==> src/rtl/hd63701_pkg.sv <==
// Shared encodings for the HD63701 core: microcode word fields, opcodes, register and
// addressing codes, phase constants and interrupt vectors.
package hd63701_pkg;

  localparam int MCW_W  = 25;
  localparam int OP_W   = 6;
  localparam int REG_W  = 4;
  localparam int PH_W   = 3;
  localparam int AM_W   = 3;

  localparam int OP_LSB = 19;
  localparam int R1_LSB = 15;
  localparam int R2_LSB = 11;
  localparam int R3_LSB = 7;
  localparam int PH_LSB = 4;
  localparam int AM_LSB = 1;
  localparam int PC_LSB = 0;

  typedef enum logic [OP_W-1:0] {
    mcNOP = 6'd0,  mcLDV = 6'd1,  mcVHI = 6'd2,  mcVLO = 6'd3,
    mcINT = 6'd4,  mcSCB = 6'd5,  mcCCB = 6'd6,  mcCLR = 6'd7,
    mcINC = 6'd8,  mcDEC = 6'd9,  mcMOV = 6'd10, mcPSH = 6'd11
  } mc_op_e;

  // Byte-lane codes for PC and IX exist so pushes can name each half directly.
  typedef enum logic [REG_W-1:0] {
    mcrn  = 4'd0, mcrA  = 4'd1, mcrB  = 4'd2, mcrC  = 4'd3,
    mcrX  = 4'd4, mcrP  = 4'd5, mcrPL = 4'd6, mcrPH = 4'd7,
    mcrXL = 4'd8, mcrXH = 4'd9
  } mc_reg_e;

  typedef enum logic [PH_W-1:0] {
    mcpN = 3'd0, mcp0 = 3'd1, mcpI = 3'd2, mcpV = 3'd3,
    mcpH = 3'd4, mcpS = 3'd5, mcpK = 3'd7
  } mc_ph_e;

  typedef enum logic [AM_W-1:0] {
    amPC = 3'd0, amSP = 3'd1, amE0 = 3'd2, amE1 = 3'd3
  } mc_am_e;

  localparam logic pcN = 1'b0;
  localparam logic pcI = 1'b1;

  localparam logic [7:0] bfC = 8'h01;
  localparam logic [7:0] bfI = 8'h10;

  localparam logic [7:0] vaNMI = 8'hFC;
  localparam logic [7:0] vaSWI = 8'hFA;
  localparam logic [7:0] vaIRQ = 8'hF8;
  localparam logic [7:0] vaWAI = 8'h00;

  localparam logic [5:0] phRST   = 6'h00;
  localparam logic [5:0] phVECT  = 6'h04;
  localparam logic [5:0] phEXEC  = 6'h08;
  localparam logic [5:0] phINTR  = 6'h20;
  localparam logic [5:0] phINTR8 = 6'h28;
  localparam logic [5:0] phINTR9 = 6'h29;
  localparam logic [5:0] phSLEP  = 6'h30;
  localparam logic [5:0] phHALT  = 6'h3F;

  function automatic logic [MCW_W-1:0] mc_word(mc_op_e op, mc_reg_e r1, mc_reg_e r2,
                                               mc_reg_e r3, mc_ph_e ph, mc_am_e am,
                                               logic pc);
    return {op, r1, r2, r3, ph, am, pc};
  endfunction

  // An 8-bit constant (vector or flag mask) overlays the r1:r2 fields.
  function automatic logic [MCW_W-1:0] mc_kword(mc_op_e op, logic [7:0] k, mc_reg_e r3,
                                                mc_ph_e ph, mc_am_e am, logic pc);
    return {op, k, r3, ph, am, pc};
  endfunction

endpackage

==> src/rtl/hd63701_mcrom.sv <==
// Microcode ROM: registered lookup of (PHASE, OPCODE) into a 25-bit control word.
// Build option MCROM_UNDEF_NOP_EN: undefined EXEC opcodes yield NOP instead of HALT.
module hd63701_mcrom
  import hd63701_pkg::*;
#(
  parameter int MCW = 25
) (
  input  logic           CLK,
  input  logic           RST,
  input  logic [5:0]     PHASE,
  input  logic [7:0]     OPCODE,
  output logic [MCW-1:0] MCODE
);

  logic [MCW-1:0] r_mcode;
  logic [MCW-1:0] w_mcode;
  logic [MCW-1:0] w_halt;
  logic [MCW-1:0] w_nop;
  logic [MCW-1:0] w_exec_undef;

  assign w_halt = mc_word(mcNOP, mcrn, mcrn, mcrn, mcpH, amPC, pcN);
  assign w_nop  = mc_word(mcNOP, mcrn, mcrn, mcrn, mcp0, amPC, pcI);

`ifdef MCROM_UNDEF_NOP_EN
  assign w_exec_undef = w_nop;
`else
  assign w_exec_undef = w_halt;
`endif

  always_comb begin
    w_mcode = w_halt;
    casez (PHASE)
      phRST:      w_mcode = mc_kword(mcLDV, 8'hFE, mcrn, mcpV, amE0, pcN);
      phVECT:     w_mcode = mc_word(mcVHI, mcrn, mcrn, mcrn, mcpN, amE0, pcN);
      phVECT + 6'd1:
                  w_mcode = mc_word(mcVLO, mcrn, mcrn, mcrn, mcp0, amE1, pcN);
      phEXEC: begin
        case (OPCODE)
          8'h01: w_mcode = w_nop;
          8'h4F: w_mcode = mc_word(mcCLR, mcrA, mcrn, mcrn, mcp0, amPC, pcI);
          8'h5F: w_mcode = mc_word(mcCLR, mcrB, mcrn, mcrn, mcp0, amPC, pcI);
          8'h4C: w_mcode = mc_word(mcINC, mcrA, mcrn, mcrn, mcp0, amPC, pcI);
          8'h5C: w_mcode = mc_word(mcINC, mcrB, mcrn, mcrn, mcp0, amPC, pcI);
          8'h4A: w_mcode = mc_word(mcDEC, mcrA, mcrn, mcrn, mcp0, amPC, pcI);
          8'h5A: w_mcode = mc_word(mcDEC, mcrB, mcrn, mcrn, mcp0, amPC, pcI);
          // MOV: r1 is the destination, r2 the source.
          8'h16: w_mcode = mc_word(mcMOV, mcrB, mcrA, mcrn, mcp0, amPC, pcI);
          8'h17: w_mcode = mc_word(mcMOV, mcrA, mcrB, mcrn, mcp0, amPC, pcI);
          8'h0C: w_mcode = mc_kword(mcCCB, bfC, mcrn, mcp0, amPC, pcI);
          8'h0D: w_mcode = mc_kword(mcSCB, bfC, mcrn, mcp0, amPC, pcI);
          8'h0E: w_mcode = mc_kword(mcCCB, bfI, mcrn, mcp0, amPC, pcI);
          8'h0F: w_mcode = mc_kword(mcSCB, bfI, mcrn, mcp0, amPC, pcI);
          8'h3F: w_mcode = mc_kword(mcINT, vaSWI, mcrn, mcpI, amPC, pcI);
          8'h3E: w_mcode = mc_kword(mcINT, vaWAI, mcrn, mcpI, amPC, pcI);
          8'h1A: w_mcode = mc_word(mcNOP, mcrn, mcrn, mcrn, mcpS, amPC, pcI);
          default: w_mcode = w_exec_undef;
        endcase
      end
      6'b10_0???: begin
        case (PHASE[2:0])
          3'd0: w_mcode = mc_word(mcPSH, mcrPL, mcrn, mcrn, mcpN, amSP, pcN);
          3'd1: w_mcode = mc_word(mcPSH, mcrPH, mcrn, mcrn, mcpN, amSP, pcN);
          3'd2: w_mcode = mc_word(mcPSH, mcrXL, mcrn, mcrn, mcpN, amSP, pcN);
          3'd3: w_mcode = mc_word(mcPSH, mcrXH, mcrn, mcrn, mcpN, amSP, pcN);
          3'd4: w_mcode = mc_word(mcPSH, mcrA,  mcrn, mcrn, mcpN, amSP, pcN);
          3'd5: w_mcode = mc_word(mcPSH, mcrB,  mcrn, mcrn, mcpN, amSP, pcN);
          3'd6: w_mcode = mc_word(mcPSH, mcrC,  mcrn, mcrn, mcpN, amSP, pcN);
          default: w_mcode = mc_word(mcNOP, mcrn, mcrn, mcrn, mcpN, amSP, pcN);
        endcase
      end
      default: w_mcode = w_halt;
    endcase
  end

  always_ff @(posedge CLK) begin
    if (RST) begin
      r_mcode <= '0;
    end else begin
      r_mcode <= w_mcode;
    end
  end

  assign MCODE = r_mcode;

endmodule

==> config.mk <==
export PLATFORM = sky130hd
export DESIGN_NAME = hd63701_mcrom
export DESIGN_NICKNAME = d
export VERILOG_FILES = /design/src/rtl/hd63701_pkg.sv /design/src/rtl/hd63701_mcrom.sv
export SDC_FILE = /design/constraint.sdc
export NUM_CORES = 1
export LEC_CHECK = 0
export CAP_MARGIN = 5
export CORE_AREA = 2 2 55 57
export CTS_CLUSTER_DIAMETER = 50
export DETAILED_ROUTE_END_ITERATION = 12
export DIE_AREA = 0 0 57 59
export GPL_ROUTABILITY_DRIVEN = 0
export PLACE_DENSITY = 0.77
export SYNTH_ARGS = -nofsm -noshare
export SYNTH_HDL_FRONTEND = slang
export SYNTH_SLANG_ARGS = --single-unit
export TNS_END_PERCENT = 1
==> constraint.sdc <==
create_clock -name CLK -period 2.2 [get_ports CLK]
set_clock_uncertainty 0.05 [all_clocks]
set_input_delay 0.44 -clock CLK [delete_from_list [all_inputs] [get_ports CLK]]
set_output_delay 0.44 -clock CLK [all_outputs]
set_load 0.02 [all_outputs]
* After elaboration in Yosys (flattened, before gate mapping)
Cells that the tools add are included.
** Word-level totals
- Logic and storage cells :: 32
- Bits in registers :: 25
- Output and inout bits :: 25
- Input port bits :: 16
** Cells by class
- Muxes and demuxes :: 3
- Eq/ne operators :: 26
- Reductions and logical operators :: 2
** Operators by type and width (number)
- 23-bit case mux with 16 select lines :: 1
- 23-bit case mux with 7 select lines :: 1
- 23-bit case mux with 5 select lines :: 1
- 8-bit by 7-bit == test with 1-bit output, second input constant :: 6
- 8-bit by 4-bit == test with 1-bit output, second input constant :: 4
- 8-bit by 5-bit == test with 1-bit output, second input constant :: 3
- 8-bit by 6-bit == test with 1-bit output, second input constant :: 2
- 3-bit == test, second input constant :: 4
- 6-bit by 3-bit == test with 1-bit output, second input constant :: 2
- 8-bit by 1-bit == test with 1-bit output, second input constant :: 1
- 3-bit by 2-bit == test with 1-bit output, second input constant :: 2
- 6-bit by 4-bit == test with 1-bit output, second input constant :: 1
- 6-bit logical NOT :: 1
- 3-bit by 1-bit == test with 1-bit output, second input constant :: 1
- 3-bit logical NOT :: 1

* Logic depth before layout (Yosys ltp)
Gate-level depths: netlist (run 1).
- Depth in word-level cells :: 3
- Mapped depth :: 8
- Gate-level depth less buffers :: 6

* Least setup slack after synthesis (run 1)
No wires, ideal clock.
- Kind :: input -> register
- Start point :: input port OPCODE[4]
- End point :: register r_mcode[6] (netlist: MCODE[6])
- Arrival time :: 1.749 ns
- Cell stages on the path :: 6
- Data required time :: 2.020 ns
- Setup time :: 0.130 ns
- Buffers on the path :: 1
- Setup slack :: 0.272 ns
- Cells stage by stage :: buf_6 or4_4 or2_2 and3_1 o221ai_1 a21oi_1
** Between the ends
- Longest elaborated chain between the ends :: 3
- Elaborated cells on any way between the ends :: 18
- Those cells by class :: 16 x eq/ne; 2 x mux
** Ends and longest elaborated chain
- start, declared :: RTL line hd63701_mcrom.sv:11 : input logic [7:0] OPCODE,
- 8-bit by 5-bit == test with 1-bit output (tied with other cells) :: RTL line hd63701_mcrom.sv:38 : case (OPCODE)
- 23-bit case mux with 16 select lines (*) :: RTL line hd63701_mcrom.sv:38
- 23-bit case mux with 5 select lines (*) :: RTL line hd63701_mcrom.sv:32 : casez (PHASE)
- end signal, assigned :: RTL line hd63701_mcrom.sv:79 : r_mcode <= w_mcode;
- end, declared :: RTL line hd63701_mcrom.sv:15 : logic [MCW-1:0] r_mcode;
Every way passes the cells marked *; elsewhere a longest branch is shown, timed or not.
A chain may end at the register's enable or synchronous reset.

* Final worst setup path (run 1)
- Start point :: input port OPCODE[4]
- End point :: register r_mcode[11] (netlist: MCODE[11])
The elaborated chain is that of the path after synthesis.

==> reports/qor.csv, run 1 <==
metric,value,unit
Fmax,0.474,GHz
post-CTS setup buffers,0,
CTS tree,yes,
CP Data Arrival Time,2.28,ns
Max IR drop VDD,362,uV
Clock Sinks,18,
Port Buffers,33,
sum of negative setup slack,0,ns
Ys Warns,0,
# Max-Cap Violations,0,
largest net degree at the start of global routing,15,
clock share of power,0.284,
max reg flops,18,
Post-Syn Area,1190,um2
Hold Path Stages,5,
hold path start,OPCODE[6],
total core area,2710,um2
ranking of synthesized cells by area,"dfxtp_1, o21ai_0, a21oi_1",
Synth cell types,46,
"Primary FF master, synth",dfxtp_1,
Total GRT Usage,0.219,
Min-Delay Path Class,input pin to register,
async set-reset flop share out of synthesis,0,
DP HPWL,2.72,mm
final hold slack,0.755,ns
vias in the first global route,1347,
post-synth top area share,0.304,
worst-path maximum fanout,5,
CP Class,input pin to register,
Syn Area/Cell,7.46,um2
die area,3360,um2
vias per cell,5.62,
initial detailed-routing violation count,58,
hold worst-path end,MCODE[21],
overall routed net length,3.45,mm
Final min period,2.11,ns
Comb pwr share,0.253,
grt ovf,0,
register area share after synthesis,0.304,
status,"finished, final reports clean",
Post-synth top cells,"dfxtp_1, nor2_1, o21ai_0",
drt drc,0,
top cell type by total area after synthesis,dfxtp_1,
startpoint types,input pin,
Final period util,0.960,
"CTS clk-pin slew, worst paths",0.10,ns
Post-DRT Antenna Nets,0,
Sw Ratio,0.280,
Antenna Cells,0,
CTS max path bufs,2,
Num CTS Buffers,3,
Max Slew Vio Count,0,
layout cell share with drive strength beyond 1,0.208,
Hold Fails Final Rpt,0,
internal power,0.000514,W
RSZ-0062 raised after global routing,false,
"EDFF count, synth",0,
first-pass GRT wire length,5.95,mm
DRT Pass-1 Iters,4,
vias,1387,
Seq pwr share,0.463,
synthesis-to-finish area growth,48.2,%
Syn Inst Count,159,
worst path required time,2.37,ns
H-Tree Depth,1,
I/O Pins,41,
pwr dens,406,nW/um2
Synth Register Bits,18,
WL per Instance,14.0,um
Switch Pwr,0.000199,W
leading cell type by number of instances after synthesis,dfxtp_1,
chip width,57,um
Starting Density,0.438,
row cnt,19,
nets,233,
Setup crit end kind,register,
die height,59,um
endpoints failing setup,0,
root buf cell,clkbuf_4,
antenna violations before repair,0,
Leakage,0.696,nW
[cell usage in the layout, fill, tap and decap left out, types with 2 or more instances in the layout]
cell             Yosys  layout
or3_1                2       2
a211oi_1             3       3
nor3b_1              3       3
conb_1               1       7
a2bb2oi_1            2       2
nand2_1             12      12
nand4_1              2       2
a31oi_1              2       2
nand3_1              6       6
nor2_1              16      16
clkdlybuf4s50_1      0      31
o21ai_0             15      15
buf_4                7      33
inv_1                4       4
a21o_1               2       2
nor3_1               7       7
dfxtp_1             18      18
clkbuf_4             0       3
nor4_1               3       3
and3b_1              2       2
dlymetal6s2s_1       0       2
nand3b_1             2       2
nand2b_1             2       2
a21oi_1             14      14
and2_1               2       2
[cell families after synthesis]
logic type,after synthesis,share of synthesized area
AO/OA/AOI/OAI,48,0.253
flip-flops,18,0.304
other,1,0.00316
AND/OR/NAND/NOR,69,0.330
buffers and inverters,23,0.110
[through the flow]
stage	cell area (um2)	utilization	worst slack (ns)	instances	power, W
after detailed placement	1710	0.631	-0.244	243	0.000515
after global routing	1760	0.649	0.0107	247	0.000746
after global placement	1710	0.631	-0.181	243	0.000508
after CTS	1750	0.645	0.0393	247	0.000709
final	1760	0.649	0.0886	247	0.000714
after floorplan	1210	-	0.272	165	0.000437
[power groups by stage]
stage | combinational, W | clock [W] | sequential (W)
6_report | 0.000181 | 0.000203 | 0.000330
4_1_cts | 0.000177 | 0.000202 | 0.000330
3_3_place_gp | 0.000170 | 0 | 0.000337
5_1_grt | 0.000196 | 0.000219 | 0.000330
2_1_floorplan | 0.0000952 | 0 | 0.000342
3_5_place_dp | 0.000177 | 0 | 0.000338
[worst max path at each step]
stage / cells after the start / slack [ns] / to / startpoint
after floorplan: 6 / 0.27 / MCODE[6] / OPCODE[4]
after global placement: 6 / -0.18 / MCODE[6] / OPCODE[5]
after detailed placement: 7 / -0.24 / MCODE[11] / OPCODE[6]
after CTS: 7 / 0.04 / MCODE[11] / OPCODE[6]
after global routing: 7 / 0.01 / MCODE[11] / OPCODE[4]
final: 7 / 0.09 / MCODE[11] / OPCODE[4]
[area by class of cell]
cell class	count	area, um2
Fill cell	238	952
Multi-Input combinational cell	124	724
Timing Repair Buffer	66	583
Sequential cell	18	360
Tap cell	31	38.8
Clock buffer	4	36.3
Inverter	4	15.0
[metal layers]
| layer | GRT usage | part of all wire | up-vias |
|---|---|---|---|
| li1 | - | - | 678 |
| met1 | 0.249 | 0.40 | 629 |
| met2 | 0.415 | 0.52 | 68 |
| met3 | 0.0306 | 0.058 | 12 |
| met4 | 0.0831 | 0.027 | 0 |
| met5 | 0 | 0 | - |
[timing repair]
| item | 4_1_cts | 5_1_grt |
|---|---|---|
| endpoints found under the setup margin | 0 | 3 |
| hold buffers | 0 | 0 |
| endpoints found under the hold margin | 0 | 0 |
| gates resized for setup | 0 | 3 |
[critical path, cell delays in order]
cell             delay, ns
clkdlybuf4s50_1       0.48
or4_4                 0.59
nor3_2                0.15
a211oi_1              0.12
a31oi_1               0.21
o21ai_2               0.12
nor3_1                0.18
(Power assumes the default switching activity.)
==> inputs of run 2 (changes only) <==
CAP_MARGIN = 20   (was 5)
==> results of run 2 <==
No change in the layout: final DEF, timing and power equal those of run 1.
